File: src/rtl/mips_multicycle_ctrl.sv
`timescale 1ns/1ps
`default_nettype none
// ============================================================================
//  Module   : mips_multicycle_ctrl
//  Purpose  : Main control FSM of the multicycle MIPS datapath, with a
//             memory-ready stall handshake and a retired-instruction counter.
//  Revision : 1.0  initial release
// ============================================================================
module mips_multicycle_ctrl #(
    parameter int USE_MEM_READY = 1,
    parameter int CNT_W         = 32
) (
    input  logic             clk,
    input  logic             reset,
    input  logic [5:0]       opcode,
    input  logic             mem_ready,
    output logic             pc_write,
    output logic             pc_write_cond,
    output logic [1:0]       pc_src,
    output logic             i_or_d,
    output logic             mem_read,
    output logic             mem_write,
    output logic             ir_write,
    output logic             mem_to_reg,
    output logic             reg_dst,
    output logic             reg_write,
    output logic             alu_src_a,
    output logic [1:0]       alu_src_b,
    output logic [1:0]       alu_op,
    output logic             illegal_op,
    output logic [CNT_W-1:0] retired,
    output logic [3:0]       state_o
);

    localparam logic [3:0] c_FETCH  = 4'd0;
    localparam logic [3:0] c_DECODE = 4'd1;
    localparam logic [3:0] c_MEMADR = 4'd2;
    localparam logic [3:0] c_MEMRD  = 4'd3;
    localparam logic [3:0] c_MEMWB  = 4'd4;
    localparam logic [3:0] c_MEMWR  = 4'd5;
    localparam logic [3:0] c_EXEC   = 4'd6;
    localparam logic [3:0] c_ALUWB  = 4'd7;
    localparam logic [3:0] c_BRANCH = 4'd8;
    localparam logic [3:0] c_ADDIEX = 4'd9;
    localparam logic [3:0] c_ADDIWB = 4'd10;
    localparam logic [3:0] c_JUMP   = 4'd11;

    localparam logic [5:0] c_OP_RTYPE = 6'h00;
    localparam logic [5:0] c_OP_J     = 6'h02;
    localparam logic [5:0] c_OP_BEQ   = 6'h04;
    localparam logic [5:0] c_OP_ADDI  = 6'h08;
    localparam logic [5:0] c_OP_LW    = 6'h23;
    localparam logic [5:0] c_OP_SW    = 6'h2B;

    localparam logic [CNT_W-1:0] c_CNT_ONE = {{(CNT_W-1){1'b0}}, 1'b1};

    logic [3:0]       r_state;
    logic [3:0]       w_next;
    logic [CNT_W-1:0] r_retired;
    logic             w_ready;
    logic             w_retire;
    logic             w_legal;

    assign w_ready = (USE_MEM_READY != 0) ? mem_ready : 1'b1;
    assign w_legal = (opcode == c_OP_RTYPE) || (opcode == c_OP_J)  ||
                     (opcode == c_OP_BEQ)   || (opcode == c_OP_ADDI) ||
                     (opcode == c_OP_LW)    || (opcode == c_OP_SW);

    always_comb begin
        w_next = c_FETCH;
        case (r_state)
            c_FETCH:  w_next = w_ready ? c_DECODE : c_FETCH;
            c_DECODE: begin
                case (opcode)
                    c_OP_LW, c_OP_SW: w_next = c_MEMADR;
                    c_OP_RTYPE:       w_next = c_EXEC;
                    c_OP_BEQ:         w_next = c_BRANCH;
                    c_OP_ADDI:        w_next = c_ADDIEX;
                    c_OP_J:           w_next = c_JUMP;
                    default:          w_next = c_FETCH;
                endcase
            end
            c_MEMADR: w_next = (opcode == c_OP_LW) ? c_MEMRD : c_MEMWR;
            c_MEMRD:  w_next = w_ready ? c_MEMWB : c_MEMRD;
            c_MEMWR:  w_next = w_ready ? c_FETCH : c_MEMWR;
            c_EXEC:   w_next = c_ALUWB;
            c_ADDIEX: w_next = c_ADDIWB;
            default:  w_next = c_FETCH;
        endcase
    end

    // A store retires only once memory accepts it; other paths retire on their last state.
    always_comb begin
        case (r_state)
            c_MEMWB, c_ALUWB, c_BRANCH, c_ADDIWB, c_JUMP: w_retire = 1'b1;
            c_MEMWR:                                      w_retire = w_ready;
            default:                                      w_retire = 1'b0;
        endcase
    end

    always_ff @(posedge clk) begin
        if (reset) begin
            r_state   <= c_FETCH;
            r_retired <= '0;
        end else begin
            r_state <= w_next;
            if (w_retire) begin
                r_retired <= r_retired + c_CNT_ONE;
            end
        end
    end

    always_comb begin
        pc_write      = 1'b0;
        pc_write_cond = 1'b0;
        pc_src        = 2'b00;
        i_or_d        = 1'b0;
        mem_read      = 1'b0;
        mem_write     = 1'b0;
        ir_write      = 1'b0;
        mem_to_reg    = 1'b0;
        reg_dst       = 1'b0;
        reg_write     = 1'b0;
        alu_src_a     = 1'b0;
        alu_src_b     = 2'b00;
        alu_op        = 2'b00;
        illegal_op    = 1'b0;
        if (!reset) begin
            case (r_state)
                c_FETCH: begin
                    mem_read  = 1'b1;
                    alu_src_b = 2'b01;
                    ir_write  = w_ready;
                    pc_write  = w_ready;
                end
                c_DECODE: begin
                    alu_src_b  = 2'b11;
                    illegal_op = ~w_legal;
                end
                c_MEMADR, c_ADDIEX: begin
                    alu_src_a = 1'b1;
                    alu_src_b = 2'b10;
                end
                c_MEMRD: begin
                    i_or_d   = 1'b1;
                    mem_read = 1'b1;
                end
                c_MEMWB: begin
                    mem_to_reg = 1'b1;
                    reg_write  = 1'b1;
                end
                c_MEMWR: begin
                    i_or_d    = 1'b1;
                    mem_write = 1'b1;
                end
                c_EXEC: begin
                    alu_src_a = 1'b1;
                    alu_op    = 2'b10;
                end
                c_ALUWB: begin
                    reg_dst   = 1'b1;
                    reg_write = 1'b1;
                end
                c_BRANCH: begin
                    alu_src_a     = 1'b1;
                    alu_op        = 2'b01;
                    pc_write_cond = 1'b1;
                    pc_src        = 2'b01;
                end
                c_ADDIWB: reg_write = 1'b1;
                c_JUMP: begin
                    pc_write = 1'b1;
                    pc_src   = 2'b10;
                end
                default: ;
            endcase
        end
    end

    assign retired = r_retired;
    assign state_o = r_state;

endmodule
`default_nettype wire
File: config.mk
export PLATFORM = sky130hd
export DESIGN_NAME = mips_multicycle_ctrl
export DESIGN_NICKNAME = d
export VERILOG_FILES = /design/src/rtl/mips_multicycle_ctrl.sv
export SDC_FILE = /design/constraint.sdc
export NUM_CORES = 1
export LEC_CHECK = 0
export CAP_MARGIN = 20
export CORE_MARGIN = 10
export CORE_UTILIZATION = 47
export DETAILED_ROUTE_END_ITERATION = 8
export GPL_TIMING_DRIVEN = 0
export PLACE_DENSITY = 0.8
export SYNTH_ARGS = -nofsm -noshare
export SYNTH_HDL_FRONTEND = slang
export SYNTH_SLANG_ARGS = --single-unit
File: constraint.sdc
create_clock -name clk -period 2.4 [get_ports clk]
set_input_delay 0.48 -clock clk [delete_from_list [all_inputs] [get_ports clk]]
set_output_delay 0.48 -clock clk [all_outputs]
set_load 0.02 [all_outputs]
### Word level (Yosys, flattened, before mapping)

Index checks and enable logic that the tools add are counted.

| operators by class | value |
|---|---|
| $add $sub $neg | 1 |
| reductions and logical operators | 14 |
| bitwise gates (word level) | 1 |
| equal/unequal tests | 16 |
| muxes and demuxes | 35 |

Operator list:

| cell | number |
|---|---|
| $add A32 B1 Y32 const B | 1 |
| $pmux W4 S7 | 1 |
| $mux W1 | 22 |
| $pmux W4 S5 | 1 |
| $eq A4 B3 Y1 const B | 4 |
| $eq A4 B4 Y1 const B | 4 |
| $eq A6 B6 Y1 const B | 2 |
| $mux W3 | 3 |
| $eq A4 B2 Y1 const B | 2 |
| $pmux W2 S2 | 2 |
| $reduce_or A2 Y1 | 4 |
| $eq A6 B2 Y1 const B | 1 |
| $eq A6 B3 Y1 const B | 1 |
| $eq A6 B4 Y1 const B | 1 |
| $logic_not A6 Y1 | 1 |
| $mux W2 | 3 |
| $pmux W2 S3 | 1 |
| $logic_or A1 B1 Y1 | 5 |
| $reduce_or A5 Y1 | 1 |
| $eq A4 B1 Y1 const B | 1 |
| $logic_not A4 Y1 | 1 |
| $pmux W1 S2 | 2 |
| $reduce_or A4 Y1 | 1 |
| $reduce_or A3 Y1 | 1 |
| $not A1 Y1 | 1 |

| word-level totals | value |
|---|---|
| flip-flop bits (word level) | 36 |
| input bits | 9 |

### Depth between registers and ports, before layout

| depth | value |
|---|---|
| depth after elaboration | 9 |
| mapped depth | 7 |
| gate-level depth less buffers | 6 |

### Worst setup path after synthesis

OpenSTA, ideal clock, no wires.

| timing path | value |
|---|---|
| path type | register -> output |
| start | reg r_state[1] (netlist: state_o[1]) |
| end | out i_or_d |
| arrival | 1800 ps |
| cell stages (with the launch flop) | 5 |
| buffers on the path | 2 |
| setup slack | 120 ps |
| cells stage by stage | dfxtp_1 -> buf_2 -> buf_1 -> xnor2_1 -> nor4b_1 |

| on the way | value |
|---|---|
| longest elaborated chain between the ends | 4 |
| elaborated cells on any way between the ends | 5 |

RTL lines:

| what | RTL line | source |
|---|---|---|
| start, declared | 57 | `logic [3:0] r_state;` |
| start signal, assigned | 103 | `r_state <= c_FETCH;` |
| start signal, assigned | 106 | `r_state <= w_next;` |
| $eq A4 B3 Y1 / $eq A4 B2 Y1 (equally long branches) | 129 | `case (r_state)` |
| $reduce_or A2 Y1 (no line) * | - |  |
| $mux W1 * | 129 |  |
| $mux W1 * | 128 | `if (!reset) begin` |
| end, declared | 20 | `output logic i_or_d,` |

Mark *: on every way between the ends. The rest lies on a longest branch, timed or not.

### Worst setup path after layout

| timing path | value |
|---|---|
| start | reg r_state[2] (netlist: state_o[2]) |
| end | out pc_write |

| on the way | value |
|---|---|
| longest elaborated chain between the ends | 3 |
| elaborated cells on any way between the ends | 4 |

RTL lines:

| what | RTL line | source |
|---|---|---|
| $eq A4 B4 Y1 / $logic_not A4 Y1 (equally long branches) | 129 |  |
| $pmux W1 S2 * | 129 |  |
| $mux W1 * | 128 |  |
| end, declared | 17 | `output logic pc_write,` |

Marks and branches as above.

==> PnR_summary.wiki <==
{| class="wikitable"
! Metric !! Value
|-
| Clock tree from TritonCTS || yes
|-
| Capturing point of the worst reg2reg path || retired[31]
|-
| Max stage delay cell, worst path || sky130_fd_sc_hd__dfxtp_2
|-
| Distinct cells, synth || 43
|-
| Top achievable clock speed || 436 MHz
|-
| Number of global-route vias before repair || around 2.1k
|-
| Area growth from synthesis to layout || 40.5%
|-
| Clk pin slew, worst setup/hold paths || 0.08 ns
|-
| Syn Area/Cell || just under 8 sq um
|-
| Total count of hold-check failures in the final report || 0
|-
| Number of warnings printed during yosys synthesis || 0
|-
| Fraction of synthesized cell area taken by the top area cell type || 35.1%
|-
| Worst setup timing slack at the placement stage || -0.519 ns
|-
| Final ANT Viol Nets || 0
|-
| Die outline area || 7410 sq um
|-
| Fraction of layout instances using a drive strength above 1 || a little over a tenth
|-
| Net count of the mapped netlist || around 270
|-
| Final setup fails || 0
|-
| Post-Route Hold Slack || 0.485 ns
|-
| Critical Path Start Type || register
|-
| Detailed-route via count || 2227
|-
| Slew HR || about two thirds
|-
| Top cell family by delay on the critical path || buffers and inverters
|-
| Slew @ Worst Pin || 0.510 ns
|-
| Placed wire-length estimate after detailed placement || approximately 4500 microns
|-
| Worst-path fanout max || 8
|-
| Cell with the most instances after synthesis || sky130_fd_sc_hd__dfxtp_1
|-
| RSZ-0062 raised after global routing || no
|-
| Max-cap violations || 0
|-
| Die X || around 86 microns
|-
| Total power density per cell area || around 400 nW/um^2
|-
| Part of the Yosys area used for sequential elements || 35.1%
|-
| Type of element capturing the critical path || output pin
|-
| Overflow left after global routing || 0
|-
| Worst setup path startpoint || state_o[2]
|-
| Worst R2R Start || retired[11]
|-
| Root cell of the clock tree || sky130_fd_sc_hd__clkbuf_8
|-
| Area of the mapped netlist || 2050 sq um
|-
| Worst Setup EP || pc_write
|-
| Final cycle utilization of the critical path || 95.5%
|-
| Clock period minus final worst setup slack || roughly 2.3 ns
|-
| Worst EP arrival || approximately 1.8 ns
|-
| Max-slew violation count || 0
|-
| CP Buf/Inv Count || 2
|-
| Net count reported at finish || 345
|-
| Largest voltage drop on the vdd net || 0.302 mV
|-
| Maximum number of buffers from clock root to sink || 2
|-
| Number of flops mapped to enable cells by yosys || 0
|-
| Routed wire length per instance || 15.7 microns
|-
| R2r worst-path depth || 5
|-
| Max H-tree Level || 2
|-
| Kind of path behind the tightest hold check || reg2reg
|-
| Status || finished, final reports clean
|-
| Leak Pwr || 0.00111 uW
|-
| Pin count of the biggest net entering global routing || 12
|-
| Cell types occupying the most area after synthesis || sky130_fd_sc_hd__dfxtp_1 (35%), sky130_fd_sc_hd__xor2_1 (7.3%), sky130_fd_sc_hd__a21oi_1 (5.6%)
|-
| Leading cell types by count after synthesis || sky130_fd_sc_hd__dfxtp_1 (36), sky130_fd_sc_hd__nor2_1 (30), sky130_fd_sc_hd__a21oi_1 (23)
|-
| Critical Path Max Stage Delay || 0.41 ns
|-
| Most frequently used flop master after synthesis || sky130_fd_sc_hd__dfxtp_1
|-
| Worst Path Class, Setup || reg2out
|-
| Antenna Cells || 0
|-
| Final wirelength || just over 6000 microns
|-
| Vias per cell || 5.77
|-
| Number of synthesized register bits || 36
|-
| Post-synthesis xor/xnor area fraction || ~8.5%
|-
| Starting DRT DRC Count || 180
|-
| Share of the synthesized area in compound gates (AO/OA/AOI/OAI) || 15.2%
|-
| Number of iterations in the first detailed-routing pass || 4
|-
| Required time of the critical path || 1.92 ns
|-
| Cell type with the largest total area after synthesis || sky130_fd_sc_hd__dfxtp_1
|-
| DIE HEIGHT || around 86 microns
|-
| Final setup skew || 0.00636 ns
|-
| Multiplexer share of the synthesized area || under 10%
|-
| Gp weighted congestion || 0.836
|-
| Post-layout worst setup margin || 0.107 ns
|-
| Placeable Area || 4120 sq um
|-
| Clock buffers created by TritonCTS || 5
|-
| Post-synthesis adder-cell area fraction || 0.610%
|-
| Global-route wire length before repair || 9970 microns
|-
| Share of synthesized registers carrying an async set or reset || 0%
|-
| Number of rows created at floorplan || 23
|-
| Number of gates on the worst path with buffers counted || 5
|-
| Antenna violations before repair || 0
|-
| Combinational family with the most area after synthesis || simple AND/OR/NAND/NOR gates
|-
| Clock tree sinks || 36
|-
| Overall Global Routing Usage || 16.0%
|-
| Clock Latency Late Sink || 0.30 ns
|-
| Ordered list of cells on the worst path || nand2b_1, clkbuf_1, nor3_1, or2_2, dlygate4sd2_1
|-
| Flop2flop setup slack || 0.28 ns
|-
| Number of instances in the synthesized netlist || 264
|-
| Port Buffer Count || 60
|-
| Ports placed on the boundary || 62
|-
| Final routed DRC violation total || 0
|-
| Effective utilization at floorplan || 49.9%
|-
| Simple-Gate Fraction of Synth Area || 34.5%
|}
==> worst min path at each step <==
| stage | from | end | slack [ns] | cells past startpoint |
|---|---|---|---|---|
| CTS | retired[31] | retired[31] | 0.48 | 2 |
| floorplan | retired[31] | retired[31] | 0.55 | 2 |
| finish | retired[31] | retired[31] | 0.49 | 2 |
| global route | retired[31] | retired[31] | 0.51 | 2 |
| detailed placement | retired[31] | retired[31] | 0.47 | 2 |
| global placement | retired[31] | retired[31] | 0.47 | 2 |
==> worst min-delay path, cell delays in order (launching register included) <==
cell and delay (ns):
sky130_fd_sc_hd__dfxtp_1 0.32, sky130_fd_sc_hd__o31ai_1 0.06, sky130_fd_sc_hd__a21oi_1 0.06
==> what timing repair did <==
action	CTS	global route
hold buffers	0	0
setup endpoints to repair	22	17
gates resized for setup	25	18
setup buffers	0	4
pin swaps	0	1
==> report_power, final <==
part	internal (uW)	switching, uW
registers	598	2.73
logic	37.4	56.9
clock network	233	230
==> logic make-up after synthesis <==
family,after synthesis
multiplexers,3
adder cells (fa/ha/maj),1
XOR/XNOR,20
buffers and inverters,21
AO/OA/AOI/OAI,52
flip-flops,36
AND/OR/NAND/NOR,131
==> metal layers <==
layer	vias to the layer above	global-route usage [%]	wire length, microns
met2	74	25.3	2850
met1	1046	19.0	2610
met5	-	0	0
met3	8	7.47	558
li1	1099	-	-
met4	0	4.04	53
==> cell type report <==
class,instances,area [sq um]
Inverter,6,22.5
Timing Repair Buffer,64,626
Clock buffer,7,86.3
Buffer,15,75.1
Sequential cell,36,722
Clock inverter,1,7.51
Multi-Input combinational cell,207,1280
Tap cell,50,62.6
Fill cell,365,1230
==> registers in the layout, summed over array words and instances, names as in the netlist <==
register	count
retired	32
state_o	4
==> stage by stage <==
step	power, uW	TNS, ns	cell area (sq um)	utilization (%)	cells
after floorplan	665	0	2050	-	264
after global placement	708	-3.85	2720	66.0	374
after detailed placement	709	-4.27	2720	66.0	374
after CTS	1160	-0.0674	2830	68.8	382
after global routing	1200	0	2880	70.1	386
final	1160	0	2880	70.1	386
==> placed cells by master, fill, tap and decap left out, types with 2 or more instances in the layout <==
master                             n
sky130_fd_sc_hd__clkbuf_8          6
sky130_fd_sc_hd__buf_4             4
sky130_fd_sc_hd__nand2_1          17
sky130_fd_sc_hd__or4_1             3
sky130_fd_sc_hd__nor3_1            8
sky130_fd_sc_hd__a21oi_1          22
sky130_fd_sc_hd__nor2b_1           2
sky130_fd_sc_hd__clkbuf_1          8
sky130_fd_sc_hd__dlygate4sd2_1    10
sky130_fd_sc_hd__o21ai_0          13
sky130_fd_sc_hd__nand2b_1          5
sky130_fd_sc_hd__or3_1            13
sky130_fd_sc_hd__or2_2             2
sky130_fd_sc_hd__xnor2_1           3
sky130_fd_sc_hd__and4_1            3
sky130_fd_sc_hd__nand4_1          12
sky130_fd_sc_hd__and3_1            5
sky130_fd_sc_hd__xor2_1           17
sky130_fd_sc_hd__mux2i_1           2
sky130_fd_sc_hd__nand3_1          15
sky130_fd_sc_hd__buf_2             6
sky130_fd_sc_hd__nor4_1            5
sky130_fd_sc_hd__inv_1             6
sky130_fd_sc_hd__clkdlybuf4s50_1  38
sky130_fd_sc_hd__dlymetal6s2s_1    9
sky130_fd_sc_hd__clkbuf_2          3
sky130_fd_sc_hd__nor2_1           29
sky130_fd_sc_hd__and2_1            3
sky130_fd_sc_hd__o31ai_1           5
sky130_fd_sc_hd__dfxtp_1          35
(Power assumes the default switching activity.)
